===== src/rtl/core_pkg.sv =====
// ----------------------------------------------------------------------------
// core_pkg
//   Constants and types shared by the core's ALU, decoder and multiply
//   sequencer.
//   ALU_*       : ALUControl encodings understood by the single core ALU.
//   mul_state_t : state of the iterative shift-add multiply sequencer.
// ----------------------------------------------------------------------------
package core_pkg;

    localparam logic [2:0] ALU_ADD = 3'b000;
    localparam logic [2:0] ALU_SUB = 3'b001;
    localparam logic [2:0] ALU_AND = 3'b010;
    localparam logic [2:0] ALU_OR  = 3'b011;
    localparam logic [2:0] ALU_SLT = 3'b101;

    typedef enum logic [1:0] {
        IDLE = 2'd0,
        RUN  = 2'd1,
        DONE = 2'd2
    } mul_state_t;

endpackage : core_pkg


===== src/rtl/mux_2.sv =====
// ----------------------------------------------------------------------------
// mux_2
//   Generic two-input multiplexer.
//   d0, d1 : data inputs (WIDTH bits)
//   s      : select, 0 -> d0, 1 -> d1
//   y      : selected data (WIDTH bits)
// ----------------------------------------------------------------------------
module mux_2 #(
    parameter int unsigned WIDTH = 8
) (
    input  logic [WIDTH-1:0] d0,
    input  logic [WIDTH-1:0] d1,
    input  logic             s,
    output logic [WIDTH-1:0] y
);

    assign y = s ? d1 : d0;

endmodule : mux_2


===== src/rtl/alu_mul_seq.sv =====
// ----------------------------------------------------------------------------
// alu_mul_seq
//   Iterative shift-add sequencer producing the low XLEN bits of an unsigned
//   multiply by borrowing the core's single ALU adder. In IDLE the core's ALU
//   operands/control pass straight through; otherwise the sequencer drives
//   the ALU with acc + (mplier[0] ? mcand : 0).
//
//   clk, rst_n           : clock (rising edge), async active-low reset
//   start, op_a, op_b    : multiply request and operands (sampled in IDLE)
//   busy, done, product  : handshake toward control unit and result
//   core_a/core_b/ctrl   : core ALU inputs (pass-through sources)
//   alu_a/alu_b/alu_ctrl : drive to the ALU
//   alu_rslt             : ALU result
// ----------------------------------------------------------------------------
module alu_mul_seq
    import core_pkg::*;
#(
    parameter int unsigned XLEN       = 32,
    parameter bit          EARLY_EXIT = 1'b1
) (
    input  logic            clk,
    input  logic            rst_n,
    input  logic            start,
    input  logic [XLEN-1:0] op_a,
    input  logic [XLEN-1:0] op_b,
    output logic            busy,
    output logic            done,
    output logic [XLEN-1:0] product,
    input  logic [XLEN-1:0] core_a,
    input  logic [XLEN-1:0] core_b,
    input  logic [2:0]      core_ctrl,
    output logic [XLEN-1:0] alu_a,
    output logic [XLEN-1:0] alu_b,
    output logic [2:0]      alu_ctrl,
    input  logic [XLEN-1:0] alu_rslt
);

    localparam int unsigned CW = $clog2(XLEN) + 1;

    mul_state_t      state_q,   state_d;
    logic [XLEN-1:0] acc_q,     acc_d;
    logic [XLEN-1:0] mcand_q,   mcand_d;
    logic [XLEN-1:0] mplier_q,  mplier_d;
    logic [XLEN-1:0] product_q, product_d;
    logic [CW-1:0]   cnt_q,     cnt_d;
    logic            busy_q,    busy_d;
    logic            done_q,    done_d;

    logic            own_alu;
    logic [XLEN-1:0] seq_b;
    logic            last_run;

    // Ownership follows the state register directly, so an async reset hands
    // the ALU back to the core without waiting for a clock edge.
    assign own_alu = (state_q != IDLE);
    assign seq_b   = mplier_q[0] ? mcand_q : '0;

    // Stop after XLEN iterations, or earlier once no set multiplier bits
    // remain above the one being consumed this cycle.
    assign last_run = (cnt_q == CW'(XLEN - 1)) ||
                      (EARLY_EXIT && (mplier_q[XLEN-1:1] == '0));

    mux_2 #(.WIDTH(XLEN)) u_mux_a (
        .d0 (core_a),
        .d1 (acc_q),
        .s  (own_alu),
        .y  (alu_a)
    );

    mux_2 #(.WIDTH(XLEN)) u_mux_b (
        .d0 (core_b),
        .d1 (seq_b),
        .s  (own_alu),
        .y  (alu_b)
    );

    mux_2 #(.WIDTH(3)) u_mux_ctrl (
        .d0 (core_ctrl),
        .d1 (ALU_ADD),
        .s  (own_alu),
        .y  (alu_ctrl)
    );

    always_comb begin
        state_d   = state_q;
        acc_d     = acc_q;
        mcand_d   = mcand_q;
        mplier_d  = mplier_q;
        product_d = product_q;
        cnt_d     = cnt_q;

        case (state_q)
            IDLE: begin
                if (start) begin
                    mcand_d  = op_a;
                    mplier_d = op_b;
                    acc_d    = '0;
                    cnt_d    = '0;
                    if (EARLY_EXIT && (op_b == '0)) begin
                        state_d   = DONE;
                        product_d = '0;
                    end else begin
                        state_d = RUN;
                    end
                end
            end
            RUN: begin
                acc_d    = alu_rslt;
                mcand_d  = mcand_q << 1;
                mplier_d = mplier_q >> 1;
                cnt_d    = cnt_q + CW'(1);
                if (last_run) begin
                    // Capture the final sum now so product is valid alongside done.
                    state_d   = DONE;
                    product_d = alu_rslt;
                end
            end
            DONE:    state_d = IDLE;
            default: state_d = IDLE;
        endcase

        busy_d = (state_d != IDLE);
        done_d = (state_d == DONE);
    end

    always_ff @(posedge clk or negedge rst_n) begin
        if (!rst_n) begin
            state_q   <= IDLE;
            acc_q     <= '0;
            mcand_q   <= '0;
            mplier_q  <= '0;
            product_q <= '0;
            cnt_q     <= '0;
            busy_q    <= 1'b0;
            done_q    <= 1'b0;
        end else begin
            state_q   <= state_d;
            acc_q     <= acc_d;
            mcand_q   <= mcand_d;
            mplier_q  <= mplier_d;
            product_q <= product_d;
            cnt_q     <= cnt_d;
            busy_q    <= busy_d;
            done_q    <= done_d;
        end
    end

    assign busy    = busy_q;
    assign done    = done_q;
    assign product = product_q;

endmodule : alu_mul_seq

===== config.mk =====
export PLATFORM = sky130hd
export DESIGN_NAME = alu_mul_seq
export DESIGN_NICKNAME = d
export VERILOG_FILES = /design/src/rtl/core_pkg.sv /design/src/rtl/mux_2.sv /design/src/rtl/alu_mul_seq.sv
export SDC_FILE = /design/constraint.sdc
export NUM_CORES = 1
export LEC_CHECK = 0
export ABC_AREA = 1
export CAP_MARGIN = 20
export CORE_MARGIN = 3
export CORE_UTILIZATION = 47
export DETAILED_ROUTE_END_ITERATION = 10
export GPL_TIMING_DRIVEN = 0
export PLACE_DENSITY = 0.84
export SLEW_MARGIN = 20
export SYNTH_ARGS = -nofsm -noshare
export SYNTH_HDL_FRONTEND = slang
export SYNTH_SLANG_ARGS = --single-unit

===== constraint.sdc =====
create_clock -name clk -period 2.8 [get_ports clk]
set_clock_uncertainty 0.1 [all_clocks]
set_input_delay 0.28 -clock clk [delete_from_list [all_inputs] [get_ports clk]]
set_output_delay 0.28 -clock clk [all_outputs]
set_load 0.05 [all_outputs]

==> impl_metrics.toml, run 1 <==
[status]
outcome = "completed"

[drt]
routedWlPerCell_um = 17.0
antenna_left = 0
wl_mm = 22.1
vias = 6999
dr.pass1.iters = 6
drcViolationCount = 0
drt_iter0_markers = 539
vias_per_cell = 5.39

[synth]
yosys.area.top_type = "dfrtp_1"
ys_seq_elements = 138
syn_area_per_cell_um2 = 8.21
synth-async-reset-ratio_pct = 100
synth_most_common_cell = "nand2_1"
seq_area_frac_synth_pct = 51.4
synth_common_cells = "nand2_1 (161), dfrtp_1 (138), inv_1 (104), o21ai_0 (77)"
synth_edf_count = 0
synth_warnings = 0
syn_inst = 818
syn_nets = 985
synth_area_um2 = 6720
synth_top_cell_area_share_pct = 51.4
synth_flop_cell = "dfrtp_1"
ys_types = 24
synthTopCellsByArea = "dfrtp_1 (51%), nand2_1 (9.0%), inv_1 (5.8%), o21ai_0 (5.7%), o22ai_1 (4.9%)"

[floorplan]
initial_core_util_pct = 48.2
die-height_um = 126
die_area_um2 = 15800
placementRows = 43
placeableCoreArea_um2 = 13900
boundaryPins = 267
die_w_um = 126

[sta]
fin_crit_sh_pct = 97.2
layout_min_cycle_time_ns = 2.72
fin_ws_ns = 0.0783
finalSetupTns_ns = 0
maxSlewHeadroom_pct = 62.9
final_max_slew_viol_count = 0
fmaxAchievable_ghz = 0.367
finalHoldViolCount = 0
rsz0062_at_grt = "no"
setup_violations = 0
tightestPinTransition_ns = 0.554

[cells_and_area]
drive_gt1_share_pct = 9.48
nets = 1272
finalNonFillerCells = 1298
syn2layout_area_growth_pct = 50.5
n_antenna_cell = 0

[setup_path]
critPathKind = "flop to output pin"
cp.required_ns = 2.42
cpPeakStageDelay_ns = 0.55
rr_worst_depth = 11
cp-start-kind = "flop"
cp_slowest_cell = "clkdlybuf4s15_1"
cp_common_cell = "buf_2"
worstPathCellList = "buf_4, nor2_4, buf_2, buf_2, nand2_1, o31ai_1, clkdlybuf4s15_1"
end_kind = "output pin"
reg2reg_to = "product[22]"
r2r-start = "cnt_q[0]"
cp.buffers_inverters = 4
r2r_slack_ns = 0.94
critPathArrivalTime_ns = 2.34
cp_max_fo = 10
crit_family = "buffers and inverters"

[power]
cellLeakagePower_uw = 0.00479
p_per_area_nw_per_um2 = 1200
p_total_uw = 12100
irDropWorstVdd_v = 0.000684

[placement]
numPortBuffers = 266
dp_slack_ns = -0.137
dp.cells = 1265
gp_congestion = 0.883
dp_hpwl_mm = 16.6

[cts]
clockBufferDepth = 2
cts_sinks = 138
cts_root_buffer = "clkbuf_16"
path_clk_slew_ns = 0.06
cts_setup_buffers = 0
htree_levels = 4
clkLatencyLatePin_ns = 0.42
numCtsBuffers = 17
cts_tree = "yes"

[min_path]
hp-class = "input pin to async pin"

[grt]
grt_max_degree = 79
track_usage_pct = 27.7
antenna_found_initial = 0
grt_pass1_wl_mm = 34.7
grt_pass1_vias = 6884
overflow = 0

[run]
max-cap-violations = 0
registers in the layout, summed over array words and instances (netlist names):
signal,flops
busy,1
cnt_q,6
acc_q,32
done,1
mcand_q,32
mplier_q,32
product,32
state_q,2
kinds of logic (layout without fill, tap and decap cells):
kind of cell	count (synthesis)	count (layout)	share of synthesized area (%)
simple gates	280	280	17.8
compound gates	231	231	20.1
buf+inv	168	468	10.5
flops	138	138	51.4
fa+ha+maj	1	1	0.186
layout by cell type (no fill, tap or decap), drive strengths merged:
cell           count
clkdlybuf4s15     17
nand4             33
nand3             34
ha                 1
clkinv             4
nor2              49
dlygate4sd3        1
a22o               2
clkbuf            79
a21oi             53
dlygate4sd2       22
o21ai             80
inv              108
dfrtp            138
o22ai             53
clkdlybuf4s50    198
nand2            164
bufinv             3
buf               36
a22oi             10
o31ai             33
how the worst max path moves through the flow:
stage                           from         to  cells after the start
after floorplan           state_q[0]  alu_b[10]                      5
after global placement         rst_n   acc_q[3]                      1
after detailed placement  state_q[0]  alu_a[25]                      7
after CTS                 state_q[0]  alu_a[25]                      7
after global routing      state_q[0]  alu_b[18]                      7
final                     state_q[0]   alu_b[7]                      7
area by class of cell:
cell class / count / area, um2
Inverter: 108 / 405
Clock buffer: 25 / 515
Clock inverter: 7 / 110
Sequential cell: 138 / 3450
Buffer: 60 / 302
Multi-Input combinational cell: 512 / 2560
Fill cell: 1076 / 3820
Timing Repair Buffer: 268 / 2540
Tap cell: 180 / 225
report_power, final:
part / internal [uW] / switching [uW] / leakage [uW]
Sequential: 2840 / 468 / 0.00167
Combinational: 1910 / 4560 / 0.00280
Clock: 1540 / 807 / 0.000313
routing by layer:
| metal | global-route usage [%] | vias up | wire, um |
|---|---|---|---|
| li1 | - | 3330 | - |
| met1 | 35.6 | 3344 | 8980 |
| met2 | 46.9 | 290 | 11000 |
| met3 | 6.02 | 35 | 1580 |
| met4 | 8.55 | 0 | 442 |
| met5 | 0 | - | 0 |
stage by stage:
stage,utilization (%),cell area [um2],hold slack [ns]
2_1_floorplan,-,6720,-0.116
6_report,72.6,10100,0.277
3_5_place_dp,69.2,9640,0.141
4_1_cts,73.2,10200,0.285
5_1_grt,72.6,10100,0.321
3_3_place_gp,68.9,9600,0.379
repair_timing:
action,in CTS,in global routing
resized for setup,81,91
hold buffers,1,0
setup endpoints to repair,67,42
hold endpoints to repair,60,0
Note: power is estimated with default switching activity, not from simulation.
==> run 2: changes to the inputs <==
--- a/config.mk
+++ b/config.mk
@@ -10,7 +10,7 @@
 export CORE_MARGIN = 3
 export CORE_UTILIZATION = 47
 export DETAILED_ROUTE_END_ITERATION = 10
-export GPL_TIMING_DRIVEN = 0
+export GPL_TIMING_DRIVEN = 1
 export PLACE_DENSITY = 0.84
 export SLEW_MARGIN = 20
 export SYNTH_ARGS = -nofsm -noshare
==> run 2 against run 1 <==
Worst setup slack better by 0.16 ns. Final cell count is 4.1% lower. Register-to-register slack worse by 0.70 ns. Non-clock buffer count is 49 lower. Wire length is 0.92% lower. Critical path depth is 1 higher.
==> impl_metrics.toml, run 2 (synthesis results as in run 1) <==
[cts]
cts_root_buffer = "clkbuf_16"
numCtsBuffers = 17
path_clk_slew_ns = 0.05
cts_setup_buffers = 0
htree_levels = 4
cts_sinks = 138
cts_tree = "yes"
holdBufCountCts = 1
clkLatencyLatePin_ns = 0.42
ctsResizeCount = 0
clockBufferDepth = 2

[floorplan]
placementRows = 43
boundaryPins = 267
die-height_um = 126
die_area_um2 = 15800
initial_core_util_pct = 48.2
placeableCoreArea_um2 = 13900
die_w_um = 126

[cells_and_area]
multi_input_comb_area_um2 = 2560
final_common_cell = "clkdlybuf4s50_1"
syn2layout_area_growth_pct = 57.7
drive_gt1_share_pct = 10.6
nets = 1223
fillers = 959
n_antenna_cell = 0
ff_latch_area_um2 = 3450
layout_common_cells = "clkdlybuf4s50_1 (198), nand2_1 (161), dfrtp_1 (138)"
finalNonFillerCells = 1245

[power]
p_total_uw = 13400
sw_frac_of_total_pct = 45.1
p_per_area_nw_per_um2 = 1270
combPwrFrac_pct = 60.8
irDropWorstVdd_v = 0.000776
clkPwrFrac_pct = 14.5
switching_power_uw = 6070
internal_power_uw = 7380
p_seq_share_pct = 24.7
cellLeakagePower_uw = 0.00486

[grt]
met1_usage_pct = 34.7
grt_pass1_vias = 6877
grt-busiest-layer = "met2"
track_usage_pct = 27.6
overflow = 0
grt_pass1_wl_mm = 35.2
grt_use_met2_pct = 46.7
antenna_found_initial = 0
grt_max_degree = 84
grtUsageMet3_pct = 7.60

[placement]
numPortBuffers = 266
gp_congestion = 0.823
dp_slack_ns = 0.265
dp.cells = 1216
dp_hpwl_mm = 15.3

[setup_path]
critPathArrivalTime_ns = 2.76
path_depth = 8
rr_worst_depth = 8
end_kind = "flop"
cpPeakStageDelay_ns = 0.71
cp_common_cell = "nand2_1"
cp_max_fo = 34
cp-start-kind = "flop"
worstPathCellList = "nor2_1, nand2_1, nor2_1, nand2_1, o21ai_4, nand2_4, nand3_1, nand2_1"
cp_slowest_cell = "o21ai_4"
critPathKind = "flop to flop"
crit_family = "simple AND/OR/NAND/NOR gates"
cp.required_ns = 3.00
cp.buffers_inverters = 0

[sta]
layout_min_cycle_time_ns = 2.56
finalHoldViolCount = 0
fin_ws_ns = 0.242
timing.hold.ws_ns = 0.329
fin_crit_sh_pct = 91.3
rsz0062_at_grt = "no"
tightestPinTransition_ns = 0.978
finalSetupTns_ns = 0
maxSlewHeadroom_pct = 34.7
final_max_slew_viol_count = 0
setup_violations = 0
fmaxAchievable_ghz = 0.391

[run]
max-cap-violations = 0

[drt]
drcViolationCount = 0
routedWlPerCell_um = 17.6
vias_per_cell = 5.57
antenna_left = 0
wl_mm = 21.9
dr.pass1.iters = 5
vias = 6938
drt_iter0_markers = 594

[min_path]
hold_depth = 3
hp-class = "input pin to flop"

[status]
outcome = "completed"
## run 2: changes by cell type in the layout (fill, tap and decap cells not counted), sizes merged
cell / previous run / this run
bufinv: 3 / 0
dlygate4sd2: 22 / 0
clkdlybuf4s15: 17 / 0
clkbuf: 79 / 24
buf: 36 / 80
## run 2: per-stage QoR
| step | utilization, % | area [um2] |
|---|---|---|
| global placement | 72.3 | 10100 |
| floorplan | - | 6720 |
| detailed placement | 72.3 | 10100 |
| finish | 76.0 | 10600 |
| global route | 76.0 | 10600 |
| CTS | 76.0 | 10600 |
## run 2: worst min-delay path, cell delays in order
cell and delay (ns):
clkdlybuf4s50_1 0.40, nand2_1 0.06, o21ai_0 0.06
## run 2: routing by layer
metal / vias to the layer above / share of wire [%]
li1: 3222 / -
met1: 3349 / 40
met2: 336 / 50
met3: 31 / 8.5
met4: 0 / 1.6
met5: - / 0
## run 2: layout make-up
type	instances	share of cell area, %
Inverter	108	3.83
Sequential cell	138	32.6
Multi-Input combinational cell	512	24.1
Timing Repair Buffer	279	32.5
Clock buffer	24	4.55
Clock inverter	4	0.189
Tap cell	180	2.13
## run 2: final timing paths
check | from | to | slack, ns
setup / recovery | mplier_q[27] | product[7] | 0.24
hold / removal | op_a[0] | mcand_q[0] | 0.33
setup reg to reg | mplier_q[27] | product[7] | 0.24
hold reg to reg | product[31] | product[31] | 0.40
max in group asynchronous | rst_n | mplier_q[2] | 1.50
min in group asynchronous | rst_n | mplier_q[20] | 0.36
## run 2: power by group through the flow
stage / registers, uW / logic (uW) / clock network, uW
final: 3320 / 8180 / 1950
after global placement: 3290 / 8040 / 0
after floorplan: 3650 / 4160 / 0
after CTS: 3310 / 8220 / 1970
after detailed placement: 3330 / 8180 / 0
after global routing: 3410 / 8640 / 2070
==> run 3: changes to the inputs <==
--- a/config.mk
+++ b/config.mk
@@ -7,7 +7,6 @@
 export LEC_CHECK = 0
 export ABC_AREA = 1
 export CAP_MARGIN = 20
-export CORE_MARGIN = 3
 export CORE_UTILIZATION = 47
 export DETAILED_ROUTE_END_ITERATION = 10
 export GPL_TIMING_DRIVEN = 1
==> run 3 against run 2 <==
Global-route usage increased by 2.1 points. Critical path depth unchanged. Core utilization increased by 1.3 points. Hold slack got worse by 0.011 ns. Combinational power increased by 0.5%. First-iteration DRC count increased by 8.9%. Non-clock buffer count increased by 2. Highest routed layer unchanged. Worst setup slack got worse by 0.040 ns. Sequential share of layout area decreased by 0.55 points.
==> impl_metrics.toml, run 3 (synthesis results as in run 1) <==
[sta]
rsz0062_at_grt = "no"
timing.hold.ws_ns = 0.317
setup_violations = 0
finalHoldViolCount = 0
fmaxAchievable_ghz = 0.385
layout_min_cycle_time_ns = 2.60
maxSlewHeadroom_pct = 35.4
fin_crit_sh_pct = 92.8
final_max_slew_viol_count = 0
finalSetupTns_ns = 0
tightestPinTransition_ns = 0.965

[cells_and_area]
layout_common_cells = "clkdlybuf4s50_1 (198), nand2_1 (161), dfrtp_1 (138)"
drive_gt1_share_pct = 11.4
final_common_cell = "clkdlybuf4s50_1"
syn2layout_area_growth_pct = 60.4
finalNonFillerCells = 1252
final_util_pct = 77.3
nets = 1225

[grt]
grt_max_degree = 76
grt_pass1_wl_mm = 33.8
track_usage_pct = 29.7
antenna_found_initial = 0
overflow = 0
grt_pass1_vias = 6628

[power]
p_seq_share_pct = 23.7
switching_power_uw = 6140
clkPwrFrac_pct = 17.6
sw_frac_of_total_pct = 43.9
combPwrFrac_pct = 58.8
irDropWorstVdd_v = 0.000979
p_total_uw = 14000
cellLeakagePower_uw = 0.00493
p_per_area_nw_per_um2 = 1300
internal_power_uw = 7850

[floorplan]
placeableCoreArea_um2 = 13900
boundaryPins = 267
die-height_um = 122
placementRows = 43
initial_core_util_pct = 48.2
die_area_um2 = 14800
die_w_um = 122

[setup_path]
crit_family = "simple AND/OR/NAND/NOR gates"
r2r-start = "mplier_q[22]"
end_kind = "flop"
worstPathCellList = "nor2_1, nand2_1, nor2_1, nand2_1, o21ai_4, nand2_4, nand3_1, nand2_1"
cp.required_ns = 2.99
critPathArrivalTime_ns = 2.79
path_depth = 8
rr_worst_depth = 8
cp.buffers_inverters = 0
crit_end = "product[1]"
cp_slowest_cell = "o21ai_4"
r2r_slack_ns = 0.20
cp_common_cell = "nand2_1"
reg2reg_to = "product[1]"
cpPeakStageDelay_ns = 0.75
cp_max_fo = 34
critPathKind = "flop to flop"
startpoint = "mplier_q[22]"
cp-start-kind = "flop"

[status]
outcome = "completed"

[placement]
numPortBuffers = 266
gp_congestion = 0.790
dp_hpwl_mm = 14.8
dp.cells = 1218

[drt]
antenna_left = 0
drt_iter0_markers = 647
wl_mm = 21.4
drcViolationCount = 0
vias = 6967
routedWlPerCell_um = 17.1
vias_per_cell = 5.56
dr.pass1.iters = 6

[cts]
clockBufferDepth = 2
cts_sinks = 138
path_clk_slew_ns = 0.06
clkLatencyLatePin_ns = 0.41
cts_tree = "yes"
ctsResizeCount = 0
htree_levels = 4
holdBufCountCts = 1
numCtsBuffers = 17
cts_root_buffer = "clkbuf_16"
cts_setup_buffers = 0

[min_path]
hp-class = "input pin to async pin"

[run]
max-cap-violations = 0
-- run 3: stage by stage --
| stage | instance area, um2 | setup slack, ns |
|---|---|---|
| finish | 10800 | 0.203 |
| global route | 10800 | 0.0820 |
| CTS | 10800 | 0.246 |
| detailed placement | 10100 | 0.319 |
| global placement | 10100 | 0.403 |
| floorplan | 6720 | 0.427 |
-- run 3: power by group through the flow --
| stage | clock, uW | combinational (uW) | sequential, uW |
|---|---|---|---|
| 2_1_floorplan | 0 | 4160 | 3650 |
| 3_3_place_gp | 0 | 8080 | 3280 |
| 3_5_place_dp | 0 | 8210 | 3330 |
| 4_1_cts | 2480 | 8260 | 3300 |
| 5_1_grt | 2560 | 8690 | 3390 |
| 6_report | 2460 | 8220 | 3310 |
-- run 3: worst min path at each step --
stage          startpoint            to  slack (ns)  cells past startpoint
6_report            rst_n  mplier_q[20]        0.32                      2
5_1_grt             rst_n  mplier_q[20]        0.37                      2
4_1_cts             rst_n  mplier_q[21]        0.34                      2
3_5_place_dp        rst_n  mplier_q[21]        0.21                      1
3_3_place_gp        rst_n  mplier_q[21]        0.21                      1
2_1_floorplan       rst_n      acc_q[0]       -0.12                      0
-- run 3: layout make-up --
| cell class | count | area (um2) |
|---|---|---|
| antenna | 1 | 2.50 |
| multi-input combinational | 512 | 2560 |
| inverter | 108 | 405 |
| tap | 180 | 225 |
| fill | 924 | 3160 |
| clock buffer | 20 | 457 |
| sequential | 138 | 3450 |
| timing repair buffer | 281 | 3470 |
| clock inverter | 12 | 195 |
-- run 3: metal layers --
layer  GRT usage [%]  wire (um)  vias up
li1                -          -     3235
met1            36.2       8320     3347
met2            50.4      10600      347
met3            8.38       1840       38
met4            10.3        561        0
met5               0          0        -
